==> config.mk <==
export PLATFORM = sky130hd
export DESIGN_NAME = mem_access_ctrl
export DESIGN_NICKNAME = d
export VERILOG_FILES = /design/src/rtl/mem_access_ctrl.sv
export SDC_FILE = /design/constraint.sdc
export NUM_CORES = 1
export LEC_CHECK = 0
export ABC_AREA = 1
export BUFFER_PORTS_ARGS = -buffer_cell sky130_fd_sc_hd__buf_2
export CAP_MARGIN = 20
export CORE_AREA = 4 4 204 206
export DETAILED_ROUTE_END_ITERATION = 7
export DIE_AREA = 0 0 208 210
export HOLD_SLACK_MARGIN = 0.06
export SLEW_MARGIN = 10
export SYNTH_ARGS = -nofsm -noshare
export SYNTH_HDL_FRONTEND = slang
export SYNTH_SLANG_ARGS = --single-unit
export TNS_END_PERCENT = 10
==> constraint.sdc <==
create_clock -name Clk -period 2.75 [get_ports Clk]
set_input_delay 0.1375 -clock Clk [delete_from_list [all_inputs] [get_ports Clk]]
set_output_delay 0.1375 -clock Clk [all_outputs]
set_load 0.02 [all_outputs]
==> src/rtl/mem_access_ctrl.sv <==
// mem_access_ctrl: round-robin arbiter and MOV/MOC sequencer sharing the 512x8 data RAM
// between instruction fetch and load/store, splitting doublewords into two 32-bit phases.
module mem_access_ctrl #(
    parameter int TIMEOUT = 15
) (
    input  logic        Clk,
    input  logic        Reset,
    input  logic        IReq,
    input  logic [8:0]  IAddr,
    output logic        IReady,
    output logic [31:0] IData,
    input  logic        DReq,
    input  logic        DReadWrite,
    input  logic [5:0]  DOpCode,
    input  logic [8:0]  DAddr,
    input  logic [63:0] DWrData,
    output logic        DReady,
    output logic [63:0] DRdData,
    output logic        Err,
    output logic        Busy,
    output logic        MOV,
    output logic        ReadWrite,
    output logic [8:0]  Address,
    output logic [5:0]  OpCode,
    output logic [31:0] DataIn,
    input  logic [31:0] DataOut,
    input  logic        MOC,
    input  logic        DMOC
);

    localparam logic [5:0] OP_LD  = 6'b110101;
    localparam logic [5:0] OP_LW  = 6'b100011;
    localparam logic [5:0] OP_LHU = 6'b100101;
    localparam logic [5:0] OP_LH  = 6'b100001;
    localparam logic [5:0] OP_LBU = 6'b100100;
    localparam logic [5:0] OP_LB  = 6'b100000;
    localparam logic [5:0] OP_SD  = 6'b111111;
    localparam logic [5:0] OP_SW  = 6'b101011;
    localparam logic [5:0] OP_SH  = 6'b101001;
    localparam logic [5:0] OP_SB  = 6'b101000;
    localparam logic [7:0] TMO_LAST = 8'(TIMEOUT - 1);

    typedef enum logic [2:0] {IDLE, ISSUE, WAIT, GAP, DONE} state_t;
    state_t state, state_nxt;

    logic        last_grant_i, sel_d, dw, rd, phase, err_flag;
    logic [7:0]  timer;
    logic [31:0] wr_lo;
    logic [63:0] rdbuf;
    logic        grant_i, grant_d, reject, capture, expire, next_phase, finish;
    logic        d_fin, fin_err;

    function automatic logic op_legal(input logic [5:0] op, input logic rw);
        case (op)
            OP_LD, OP_LW, OP_LHU, OP_LH, OP_LBU, OP_LB: return rw;
            OP_SD, OP_SW, OP_SH, OP_SB:                 return !rw;
            default:                                    return 1'b0;
        endcase
    endfunction

    function automatic logic op_dw(input logic [5:0] op);
        return (op == OP_LD) || (op == OP_SD);
    endfunction

    assign Busy    = (state != IDLE);
    assign d_fin   = reject | sel_d;
    assign fin_err = reject | err_flag;

    always_ff @(posedge Clk) begin
        if (Reset) state <= IDLE;
        else       state <= state_nxt;
    end

    always_comb begin
        state_nxt  = state;
        grant_i    = 1'b0;
        grant_d    = 1'b0;
        reject     = 1'b0;
        capture    = 1'b0;
        expire     = 1'b0;
        next_phase = 1'b0;
        finish     = 1'b0;
        unique case (state)
            IDLE: begin
                // on a tie the port that was not served last wins
                if (DReq && (!IReq || last_grant_i)) grant_d = 1'b1;
                else if (IReq)                       grant_i = 1'b1;
                if (grant_d && (!op_legal(DOpCode, DReadWrite) || (op_dw(DOpCode) && DMOC))) begin
                    reject    = 1'b1;
                    finish    = 1'b1;
                    state_nxt = DONE;
                end else if (grant_d || grant_i) begin
                    state_nxt = ISSUE;
                end
            end
            ISSUE: state_nxt = WAIT;
            WAIT: begin
                if (MOC) begin
                    capture   = 1'b1;
                    state_nxt = GAP;
                end else if (timer == TMO_LAST) begin
                    expire    = 1'b1;
                    state_nxt = GAP;
                end
            end
            GAP: begin
                if (dw && !phase && !err_flag) begin
                    next_phase = 1'b1;
                    state_nxt  = ISSUE;
                end else begin
                    finish    = 1'b1;
                    state_nxt = DONE;
                end
            end
            DONE:    state_nxt = IDLE;
            default: state_nxt = IDLE;
        endcase
    end

    always_ff @(posedge Clk) begin
        if (Reset) begin
            last_grant_i <= 1'b1;
            sel_d        <= 1'b0;
            dw           <= 1'b0;
            rd           <= 1'b0;
            phase        <= 1'b0;
            err_flag     <= 1'b0;
            timer        <= '0;
            MOV          <= 1'b0;
            ReadWrite    <= 1'b1;
            Address      <= '0;
            OpCode       <= '0;
            DataIn       <= '0;
            IReady       <= 1'b0;
            DReady       <= 1'b0;
            Err          <= 1'b0;
            IData        <= '0;
            DRdData      <= '0;
        end else begin
            IReady <= 1'b0;
            DReady <= 1'b0;
            Err    <= 1'b0;
            if (grant_i || grant_d) begin
                last_grant_i <= grant_i;
                sel_d        <= grant_d;
                dw           <= grant_d && op_dw(DOpCode);
                rd           <= grant_i || DReadWrite;
                phase        <= 1'b0;
                err_flag     <= 1'b0;
                timer        <= '0;
                rdbuf        <= '0;
            end
            if ((grant_i || grant_d) && !reject) begin
                MOV       <= 1'b1;
                Address   <= grant_d ? DAddr : IAddr;
                OpCode    <= grant_d ? DOpCode : OP_LW;
                ReadWrite <= grant_i || DReadWrite;
                if (grant_d) begin
                    DataIn <= op_dw(DOpCode) ? DWrData[63:32] : DWrData[31:0];
                    wr_lo  <= DWrData[31:0];
                end
            end
            if (capture) begin
                MOV <= 1'b0;
                if (rd) begin
                    if (dw && !phase) rdbuf[63:32] <= DataOut;
                    else              rdbuf[31:0]  <= DataOut;
                end
            end else if (expire) begin
                MOV      <= 1'b0;
                err_flag <= 1'b1;
            end else if (state == WAIT) begin
                timer <= timer + 8'd1;
            end
            if (next_phase) begin
                phase  <= 1'b1;
                timer  <= '0;
                DataIn <= wr_lo;
                MOV    <= 1'b1;
            end
            if (finish) begin
                DReady <= d_fin;
                IReady <= !d_fin;
                Err    <= fin_err;
                if (!fin_err && rd) begin
                    if (sel_d) DRdData <= rdbuf;
                    else       IData   <= rdbuf[31:0];
                end
            end
        end
    end

endmodule
---- Yosys cells after proc, flatten, opt, wreduce, memory -nomap -nowiden ----
Index checks and enable logic that the tools add are counted.
cells by class
  add/subtract/negate cells ............... 1
  eq/ne operators ......................... 16
  muxes and demuxes ....................... 50
  bitwise operators ....................... 5
  reduce and logical (&&, ||, !) cells .... 37
operators with widths
  operator                                                                number
  32-bit two-way mux                                                      6
  64-bit two-way mux                                                      3
  6-bit equality test (second input constant)                             10
  8-bit two-way mux                                                       4
  1-bit two-way mux                                                       27
  3-bit two-way mux                                                       5
  3-bit case mux with 4 select lines                                      1
  9-bit two-way mux                                                       1
  3-bit AND reduction                                                     3
  8-bit by 1-bit adder with 8-bit output (second input constant)          1
  8-bit by 4-bit equality test with 1-bit output (second input constant)  1
  1-bit logical AND                                                       8
  1-bit zero test                                                         8
  3-bit by 2-bit equality test with 1-bit output (second input constant)  2
  1-bit logical OR                                                        6
  6-bit two-way mux                                                       1
  3-bit inequality test (second input constant)                           2
  2-bit nonzero test                                                      3
  6-bit OR reduction                                                      1
  1-bit case mux with 2 select lines                                      2
  2-bit AND reduction                                                     2
  4-bit nonzero test                                                      1
  2-bit OR reduction                                                      2
  4-bit OR reduction                                                      1
  5 further kinds                                                         8
word-level totals
  register bits after elaboration ......... 261
  input bits .............................. 127
  output and inout port bits .............. 149
  word-level logic and storage cells ...... 129

---- Logic depth before layout (Yosys ltp) ----
Gate-level depths: netlist of the first run.
  word-level depth ........................ 15
  depth in mapped cells ................... 13
  depth with buffers taken out ............ 11

---- Worst setup path before layout of the first run ----
OpenSTA, ideal clock, no wires.
  path type ............................... register -> register
  start point ............................. reg state[1]
  end point ............................... reg wr_lo[0] (enable)
  library setup time ...................... 0.421 ns
  arrival time ............................ 2.423 ns
  data required time ...................... 2.329 ns
  slack ................................... -0.094 ns
  cell stages (with the launch flop) ...... 7
  buffers on the path ..................... 1
  period minus slack after synthesis ...... 2.844 ns
  cell sequence ........................... dfxtp_1 > nor3_2 > nand2_1 > clkinv_2 > buf_2 > nand2_1 > nor2_1
on the way
  word-level cells in the longest chain between the ends .. 5
  elaborated cells on any way between the ends .. 8
  classes of those cells .................. mux: 3; reduce/logical: 5
ends and longest elaborated chain
  item                                                        RTL line  source
  start: declaration                                          44        state_t state, state_nxt;
  start signal: assignment                                    71        else state <= state_nxt;
  3-bit zero test *                                           83        unique case (state)
  1-bit two-way mux                                           83
  1-bit logical OR / 1-bit zero test (equally long branches)  153       if ((grant_i || grant_d) && !reject) begin
  1-bit logical AND                                           153
  3-bit AND reduction (no line) *                             n/a
  end signal: assignment                                      160       wr_lo <= DWrData[31:0];
  end: declaration                                            48        logic [31:0] wr_lo;
Every way passes the cells marked *; elsewhere a longest branch is shown, timed or not.
A chain may end at the register's enable or synchronous reset.

---- Worst setup path after layout of the first run ----
  start point ............................. reg state[1]
  end point ............................... reg OpCode[2]
on the way
  word-level cells in the longest chain between the ends .. 4
  elaborated cells on any way between the ends .. 8
  classes of those cells .................. mux: 4; reduce/logical: 4
ends and longest elaborated chain
  item                                                        RTL line  source
  3-bit zero test *                                           83
  1-bit two-way mux                                           83
  1-bit logical OR / 1-bit zero test (equally long branches)  153
  1-bit logical AND                                           153
  end signal: assignment                                      156       OpCode <= grant_d ? DOpCode : OP_LW;
  end: declaration                                            24        output logic [5:0] OpCode,
Marks and branches as above.

==> results.cfg, run 1 <==
[die]
die_y_um = 210
initial_core_util = 0.298
io_pins = 276
fp-row-count = 73
die-area_um2 = 43700
core_um2 = 39600
fp.dieW_um = 208

[setup_path]
cp.required_ns = 3.18
critPathLaunch = state[1]$_SDFFE_PP0P_
slowest_delay_ns = 0.58
path_cells = nor3_2, nand2_1, clkinv_2, nand2_4, nand3_4, buf_12, inv_1, nand2_1, a21oi_1, dlygate4sd3_1
end_kind = flop
arrival_ns = 2.84
worst_path_most_repeated_cell = nand2_1
crit_slowest_cell = dlygate4sd3_1
worstSetupPathType = reg2reg
reg2reg_from = state[1]$_SDFFE_PP0P_
cp-start-kind = flop
path_max_fanout = 67

[sta]
min_period_ns = 2.41
rsz0062_at_grt = no
slew_headroom = 0.382
final_max_slew_viol_count = 0
hold_violations = 0
fmax_mhz = 415
setup_viol = 0
fin_tns_setup_ns = 0
skew_ns = 0.0173
period_share = 0.877
tightestPinTransition_ns = 0.927

[detailed_routing]
vias = 10700
wl_um = 33300
ant_nets = 0
wl_per_cell_um = 13.6
drt_iter0_drc = 631
drtPass1Iterations = 5
post-route-drc-count = 0
avgViaCountPerCell = 4.39

[grt]
grt_use_total = 0.146
antenna_found_initial = 1
grt_pass1_vias = 10500
grt_pass1_wl_um = 54000
grt_max_degree = 129
grt_overflow_total = 0

[synth]
synth-seq-area-share = 0.523
postSynth.asyncResetShare = 0
netlist_instances = 1532
synth.avg_cell_area_um2 = 7.72
syn_nets = 1661
yosys_register_bits = 261
synth-edff-count = 96
ys.flop_type = dfxtp_1
ys_warn_count = 0
synth.distinct_cells = 36
netlist_area_um2 = 11800

[cells_and_area]
layout.area.seq_um2 = 6190
final_util = 0.401
nFillCells = 3969
area_delta_synth_final_pct = 34.3
drive_above_1_share = 0.198
multi_input_area_um2 = 4290
fin_nets = 2027
final_area_um2 = 15900

[place]
dpl.hpwl_um = 21300
placed_cell_area_um2 = 13600
place.gp.congestion = 0.794
io_buffers = 275

[min_path]
hold_start = DOpCode[5]
hp-class = in2reg

[power]
power_leakage_nw = 8.00
ir_drop_v = 0.000412
power.density_nw_per_um2 = 652

[clock_tree]
clk_pin_slew_ns = 0.06
cts_resized = 0
cts_inserted_buffers = 30
clock_latency_ns = 0.56
cts.htree.levels = 1
cts_sinks = 261
cts-root-buf = clkbuf_16
cts_buffer_depth = 3
cts_tree = built

[run]
max_cap_viol_count = 0

[run_status]
status = finished clean
state kept, by name, summed over array words and instances (netlist names), 3 cells and up:
| signal | flops |
|---|---|
| DataIn | 32 |
| OpCode | 6 |
| Address | 9 |
| rdbuf | 64 |
| IData | 32 |
| timer | 8 |
| wr_lo | 32 |
| state | 3 |
| DRdData | 64 |
critical path: cells and delay by family, from the launching register on:
kind | cells | cell delay [ns]
buffers and inverters | 4 | 1.21
AND/OR/NAND/NOR | 5 | 0.66
flip-flops | 1 | 0.34
AO/OA/AOI/OAI | 1 | 0.05
power by group:
| group | internal (W) | switching [W] |
|---|---|---|
| registers | 0.00438 | 0.000194 |
| logic | 0.000707 | 0.00112 |
| clock network | 0.00236 | 0.00160 |
cells in the mapped netlist, types with 2 or more instances:
cell type    n  share of area
ha_1         2         0.0021
o21ai_1      2        0.00085
edfxtp_1    96           0.24
inv_1      225          0.071
o211ai_1    32          0.020
a21oi_2     29          0.021
nand2_1    396           0.13
inv_2        2        0.00063
nor2_1     263          0.083
buf_6       16          0.015
nand3_1    104          0.044
buf_4        8         0.0051
nand3_2      3         0.0025
a21oi_1     21         0.0089
o21ai_0     84          0.036
nand2_4      2         0.0019
clkbuf_1    26         0.0082
buf_1       14         0.0044
dfxtp_1    165           0.28
nand4_4      2         0.0036
buf_2       22         0.0093
a211oi_1     3         0.0019
nor3_1       2        0.00085
path summary, 6_finish.rpt:
kind	endpoint	slack, ns	depth (start not counted)
worst max-delay path	OpCode[2]$_SDFFE_PP0P_	0.34	10
worst max register to register	OpCode[2]$_SDFFE_PP0P_	0.34	10
worst min-delay path	IReady$_SDFF_PP0_	0.21	7
worst min register to register	ReadWrite$_SDFFE_PP1P_	0.46	2
final cells by class:
class / count / share of cell area
Antenna cell: 1 / 0.000157
Clock buffer: 45 / 0.0546
Clock inverter: 10 / 0.00709
Inverter: 228 / 0.0543
Multi-Input combinational cell: 956 / 0.270
Sequential cell: 261 / 0.389
Tap cell: 525 / 0.0413
Timing Repair Buffer: 421 / 0.183
metal layers:
layer	vias up	track usage	share of wire
li1	5498	-	-
met1	4898	0.186	0.44
met2	294	0.251	0.46
met3	52	0.0427	0.077
met4	0	0.0299	0.022
met5	-	0	0
per-stage QoR:
| step | worst slack, ns | hold slack (ns) | total power (W) | std cells |
|---|---|---|---|---|
| after global placement | 0.730 | 0.328 | 0.00628 | 2262 |
| final | 0.339 | 0.207 | 0.0104 | 2447 |
| after floorplan | 0.116 | 0.230 | 0.00578 | 1532 |
| after detailed placement | 0.658 | 0.330 | 0.00631 | 2262 |
| after global routing | 0.138 | 0.208 | 0.0109 | 2447 |
| after CTS | 0.342 | 0.170 | 0.0105 | 2446 |
cell families (layout without fill, tap and decap cells):
| group | after synthesis | count (layout) | share of synthesized area |
|---|---|---|---|
| AND/OR/NAND/NOR | 779 | 779 | 0.268 |
| buffers and inverters | 315 | 704 | 0.116 |
| flip-flops | 261 | 261 | 0.523 |
| AO/OA/AOI/OAI | 174 | 174 | 0.0908 |
| adder cells (fa/ha/maj) | 2 | 2 | 0.00211 |
| XOR/XNOR | 1 | 1 | 0.000740 |
| other | 0 | 1 | 0 |
cells in the final DEF, fill, tap and decap left out, types with 4 or more instances in the layout:
| cell type | n |
|---|---|
| buf_12 | 9 |
| o21ai_0 | 84 |
| a21oi_1 | 21 |
| clkbuf_1 | 10 |
| inv_1 | 224 |
| nand2_1 | 396 |
| clkbuf_8 | 4 |
| clkbuf_16 | 31 |
| dfxtp_1 | 165 |
| o211ai_1 | 32 |
| buf_2 | 275 |
| nor2_1 | 262 |
| a21oi_2 | 29 |
| buf_4 | 8 |
| edfxtp_1 | 96 |
| dlygate4sd3_1 | 129 |
| nand3_2 | 4 |
| nand3_1 | 102 |
timing repair:
action / 4_1_cts / 5_1_grt
hold buffers: 129 / 0
buffers inserted: 0 / 0
hold endpoints to repair: 154 / 0
Power figures use the tool's default switching activity.
==> inputs of run 2 (changes only) <==
SLEW_MARGIN = not set   (was 10)
clock period = 2.6 ns   (was 2.75 ns; I/O delays follow)
==> results.cfg, run 2 (synthesis gave the netlist of run 1 again) <==
[run_status]
status = finished clean

[setup_path]
cp.buffers_inverters = 3
path_cells = nor3_2, nand2_1, buf_4, nand2_4, nand3_4, inv_1, nand2_1, a21oi_1, dlygate4sd3_1
path_max_fanout = 17
critPathLaunch = state[1]$_SDFFE_PP0P_
slowest_delay_ns = 0.59
rr_endpoint = OpCode[4]$_SDFFE_PP0P_
reg2reg_from = state[1]$_SDFFE_PP0P_
path_delay_family = buffers and inverters
cp.required_ns = 3.09
endpoint = OpCode[4]$_SDFFE_PP0P_
end_kind = flop
reg2reg_setup_slack_ns = 0.20
r2r_cells = 9
worstSetupPathType = reg2reg
arrival_ns = 2.89
worst_path_most_repeated_cell = nand2_1
crit_slowest_cell = dlygate4sd3_1
cp.depth = 9
cp-start-kind = flop

[detailed_routing]
ant_nets = 0
avgViaCountPerCell = 4.40
wl_per_cell_um = 13.7
drtPass1Iterations = 7
wl_um = 33600
vias = 10800
drt_iter0_drc = 631
post-route-drc-count = 0

[power]
finalPower_w = 0.0110
power_leakage_nw = 8.06
ir_drop_v = 0.000473
power.density_nw_per_um2 = 689

[cells_and_area]
reg_top3 = DRdData x64, rdbuf x64
final_area_um2 = 16000
final_cell_mix = nand2_1 (396), buf_2 (275), nor2_1 (262), inv_1 (224), dfxtp_1 (165)
nFillCells = 4031
fin_nets = 2031
area_delta_synth_final_pct = 35.1
final_util = 0.403
drive_above_1_share = 0.201
final_common_cell = nand2_1

[sta]
skew_ns = 0.0173
slew_headroom = 0.570
tightestPinTransition_ns = 0.644
timing.hold.ws_ns = 0.174
hold_violations = 0
setup_ws_ns = 0.200
final_max_slew_viol_count = 0
period_share = 0.923
setup_viol = 0
fmax_mhz = 417
min_period_ns = 2.40
rsz0062_at_grt = no

[die]
die_y_um = 210
fp.dieW_um = 208
die-area_um2 = 43700
initial_core_util = 0.298
fp-row-count = 73
core_um2 = 39600
io_pins = 276

[place]
place.gp.congestion = 0.797
pre_cts_slack_ns = 0.338
placed_cell_area_um2 = 13700
dpl.hpwl_um = 21300
io_buffers = 275

[clock_tree]
cts_buffer_depth = 3
cts_resized = 0
cts_setup_buffers = 0
cts_inserted_buffers = 30
clk_pin_slew_ns = 0.06
clock_latency_ns = 0.57
cts.htree.levels = 1
cts_tree = built
cts_sinks = 261
cts-root-buf = clkbuf_16

[grt]
grt_use_total = 0.146
grt_overflow_total = 0
antenna_found_initial = 1
grt_pass1_wl_um = 53500
grt_pass1_vias = 10500
grt_max_degree = 116

[min_path]
hp-class = in2reg

[run]
max_cap_viol_count = 0
[run 2: worst min path at each step]
stage | startpoint | end | slack, ns | depth (start not counted)
4_1_cts | DOpCode[5] | IReady$_SDFF_PP0_ | 0.14 | 7
3_5_place_dp | DWrData[5] | wr_lo[5]$_DFFE_PP_ | 0.32 | 1
5_1_grt | DOpCode[5] | IReady$_SDFF_PP0_ | 0.17 | 7
6_report | DOpCode[5] | IReady$_SDFF_PP0_ | 0.17 | 7
3_3_place_gp | DWrData[23] | wr_lo[23]$_DFFE_PP_ | 0.32 | 1
2_1_floorplan | Reset | state[2]$_SDFFE_PP0P_ | 0.22 | 1
[run 2: cell type report]
| cell class | instances | area (µm²) | area share |
|---|---|---|---|
| Sequential cell | 261 | 6190 | 0.387 |
| Tap cell | 525 | 657 | 0.0411 |
| Inverter | 228 | 862 | 0.0539 |
| Clock inverter | 7 | 52.6 | 0.00329 |
| Clock buffer | 49 | 946 | 0.0592 |
| Timing Repair Buffer | 425 | 2990 | 0.187 |
| Antenna cell | 1 | 2.50 | 0.000157 |
| Multi-Input combinational cell | 956 | 4290 | 0.269 |
[run 2: metrics by stage]
| step | std cells | TNS [ns] |
|---|---|---|
| final | 2452 | 0 |
| after global routing | 2452 | 0 |
| after CTS | 2451 | 0 |
| after detailed placement | 2266 | 0 |
| after global placement | 2266 | 0 |
| after floorplan | 1532 | -1.72 |
[run 2: what timing repair did]
item / 4_1_cts / 5_1_grt
endpoints found under the hold margin: 154 / 0
endpoints found under the setup margin: 0 / 0
hold buffers: 129 / 0
[run 2: metal layers]
metal | track usage | part of all wire
met5 | 0 | 0
met4 | 0.0399 | 0.025
met3 | 0.0402 | 0.075
met2 | 0.251 | 0.47
met1 | 0.182 | 0.43
[run 2: power breakdown]
| group | internal (W) | leakage [nW] | switching, W |
|---|---|---|---|
| sequential | 0.00463 | 2.28 | 0.000217 |
| combinational | 0.000767 | 5.29 | 0.00118 |
| clock | 0.00249 | 0.493 | 0.00174 |
[run 2: worst min-delay path: cells and delay by family]
family          cells  cell delay (ns)
simple gates        3             0.32
compound gates      1             0.04
buf+inv             3             0.21
==> inputs of run 3 (changes only) <==
clock period = 3.1 ns   (was 2.6 ns; I/O delays follow)
==> results.cfg, run 3 (synthesis gave the netlist of run 1 again) <==
[run_status]
status = finished clean

[sta]
final_max_slew_viol_count = 0
fmax_mhz = 348
min_period_ns = 2.87
skew_ns = 0.0110
setup_viol = 0
slew_headroom = 0.459
period_share = 0.927
hold_violations = 0
rsz0062_at_grt = no
setup_ws_ns = 0.226
fin_tns_setup_ns = 0
tightestPinTransition_ns = 0.812

[setup_path]
reg2reg_setup_slack_ns = 0.23
r2r_cells = 10
end_kind = flop
path_max_fanout = 16
slowest_delay_ns = 0.56
path_cells = nor3_2, nand2_1, clkinv_2, nand2_4, nand2_2, inv_2, o21ai_1, dlygate4sd3_1, nand2_1, dlygate4sd3_1
arrival_ns = 3.32
cp-start-kind = flop
reg2reg_from = state[1]$_SDFFE_PP0P_
cp.required_ns = 3.54
worstSetupPathType = reg2reg
crit_slowest_cell = dlygate4sd3_1
rr_endpoint = ReadWrite$_SDFFE_PP1P_

[grt]
grt_pass1_wl_um = 54600
grt_max_degree = 161
antenna_found_initial = 2
grt_pass1_vias = 10700
grt_use_total = 0.149
grt_overflow_total = 0

[die]
fp-row-count = 73
die_y_um = 210
fp.dieW_um = 208
io_pins = 276
core_um2 = 39600
initial_core_util = 0.298
die-area_um2 = 43700

[cells_and_area]
drive_above_1_share = 0.200
area_delta_synth_final_pct = 34.0
final_cell_mix = nand2_1 (395), buf_2 (275), nor2_1 (262), inv_1 (224), dfxtp_1 (165)
final_common_cell = nand2_1
final_util = 0.400
fin_nets = 2028
reg_top3 = DRdData x64, rdbuf x64
final_area_um2 = 15900

[clock_tree]
cts.htree.levels = 1
cts_tree = built
clock_latency_ns = 0.56
clk_pin_slew_ns = 0.06
cts_setup_buffers = 0
cts_inserted_buffers = 31
cts_buffer_depth = 3
cts_sinks = 261
cts-root-buf = clkbuf_16

[detailed_routing]
ant_nets = 0
post-route-drc-count = 0
drt_iter0_drc = 583
wl_per_cell_um = 13.8
avgViaCountPerCell = 4.39
vias = 10700
drtPass1Iterations = 5
wl_um = 33900

[place]
io_buffers = 275
dpl.hpwl_um = 21600
pre_cts_slack_ns = 0.741
place.gp.congestion = 0.780
placed_cell_area_um2 = 13600

[min_path]
holdPathEnd = sel_d$_SDFFE_PP0P_
whs_path_depth = 7
hp-class = in2reg
hold_start = DReq

[power]
power.density_nw_per_um2 = 581
finalPower_w = 0.00921
ir_drop_v = 0.000424
power_leakage_nw = 7.99

[run]
max_cap_viol_count = 0
run 3: through the flow:
| step | cells | hold slack [ns] |
|---|---|---|
| after floorplan | 1532 | 0.247 |
| after global placement | 2262 | 0.345 |
| after detailed placement | 2262 | 0.349 |
| after CTS | 2449 | 0.0755 |
| after global routing | 2450 | 0.182 |
| final | 2450 | 0.110 |
run 3: worst max-delay path, delay by kind of cell (launching register included):
kind	cells	cell delay, ns
AND/OR/NAND/NOR	5	0.82
AO/OA/AOI/OAI	1	0.11
buffers and inverters	4	1.49
flip-flops	1	0.34
run 3: per-layer routing:
metal | track usage | wire, µm | vias to the layer above
li1 | - | - | 5501
met1 | 0.185 | 14500 | 4853
met2 | 0.253 | 15700 | 327
met3 | 0.0439 | 2750 | 66
met4 | 0.0414 | 895 | 2
met5 | 0 | 7 | -
run 3: how the worst max path moves through the flow:
stage | start | slack [ns] | cells past startpoint | endpoint
after detailed placement | last_grant_i$_SDFFE_PP1P_ | 0.74 | 12 | DRdData[37]$_SDFFE_PP0P_
after global placement | last_grant_i$_SDFFE_PP1P_ | 0.77 | 12 | DRdData[57]$_SDFFE_PP0P_
after CTS | state[1]$_SDFFE_PP0P_ | 0.08 | 10 | ReadWrite$_SDFFE_PP1P_
after floorplan | state[1]$_SDFFE_PP0P_ | 0.26 | 6 | wr_lo[0]$_DFFE_PP_
final | state[1]$_SDFFE_PP0P_ | 0.23 | 10 | ReadWrite$_SDFFE_PP1P_
after global routing | last_grant_i$_SDFFE_PP1P_ | 0.06 | 13 | ReadWrite$_SDFFE_PP1P_
run 3: what timing repair did:
| action | 4_1_cts | 5_1_grt |
|---|---|---|
| hold buffers | 129 | 0 |
| setup endpoints to repair | 0 | 1 |
| gates resized for setup | 0 | 1 |
| hold endpoints to repair | 151 | 0 |
run 3: cell type report:
type	count	area (µm²)
diodes	1	2.50
clock buffers	50	950
clock inverters	8	46.3
fillers	4004	23800
inverters	228	862
multi-input cells	956	4300
flip-flops and latches	261	6190
well taps	525	657
repair buffers	421	2860
run 3: power by group:
part           internal (W)  switching (W)
combinational      0.000622        0.00100
clock               0.00209        0.00145
sequential          0.00389       0.000173
total               0.00660        0.00262
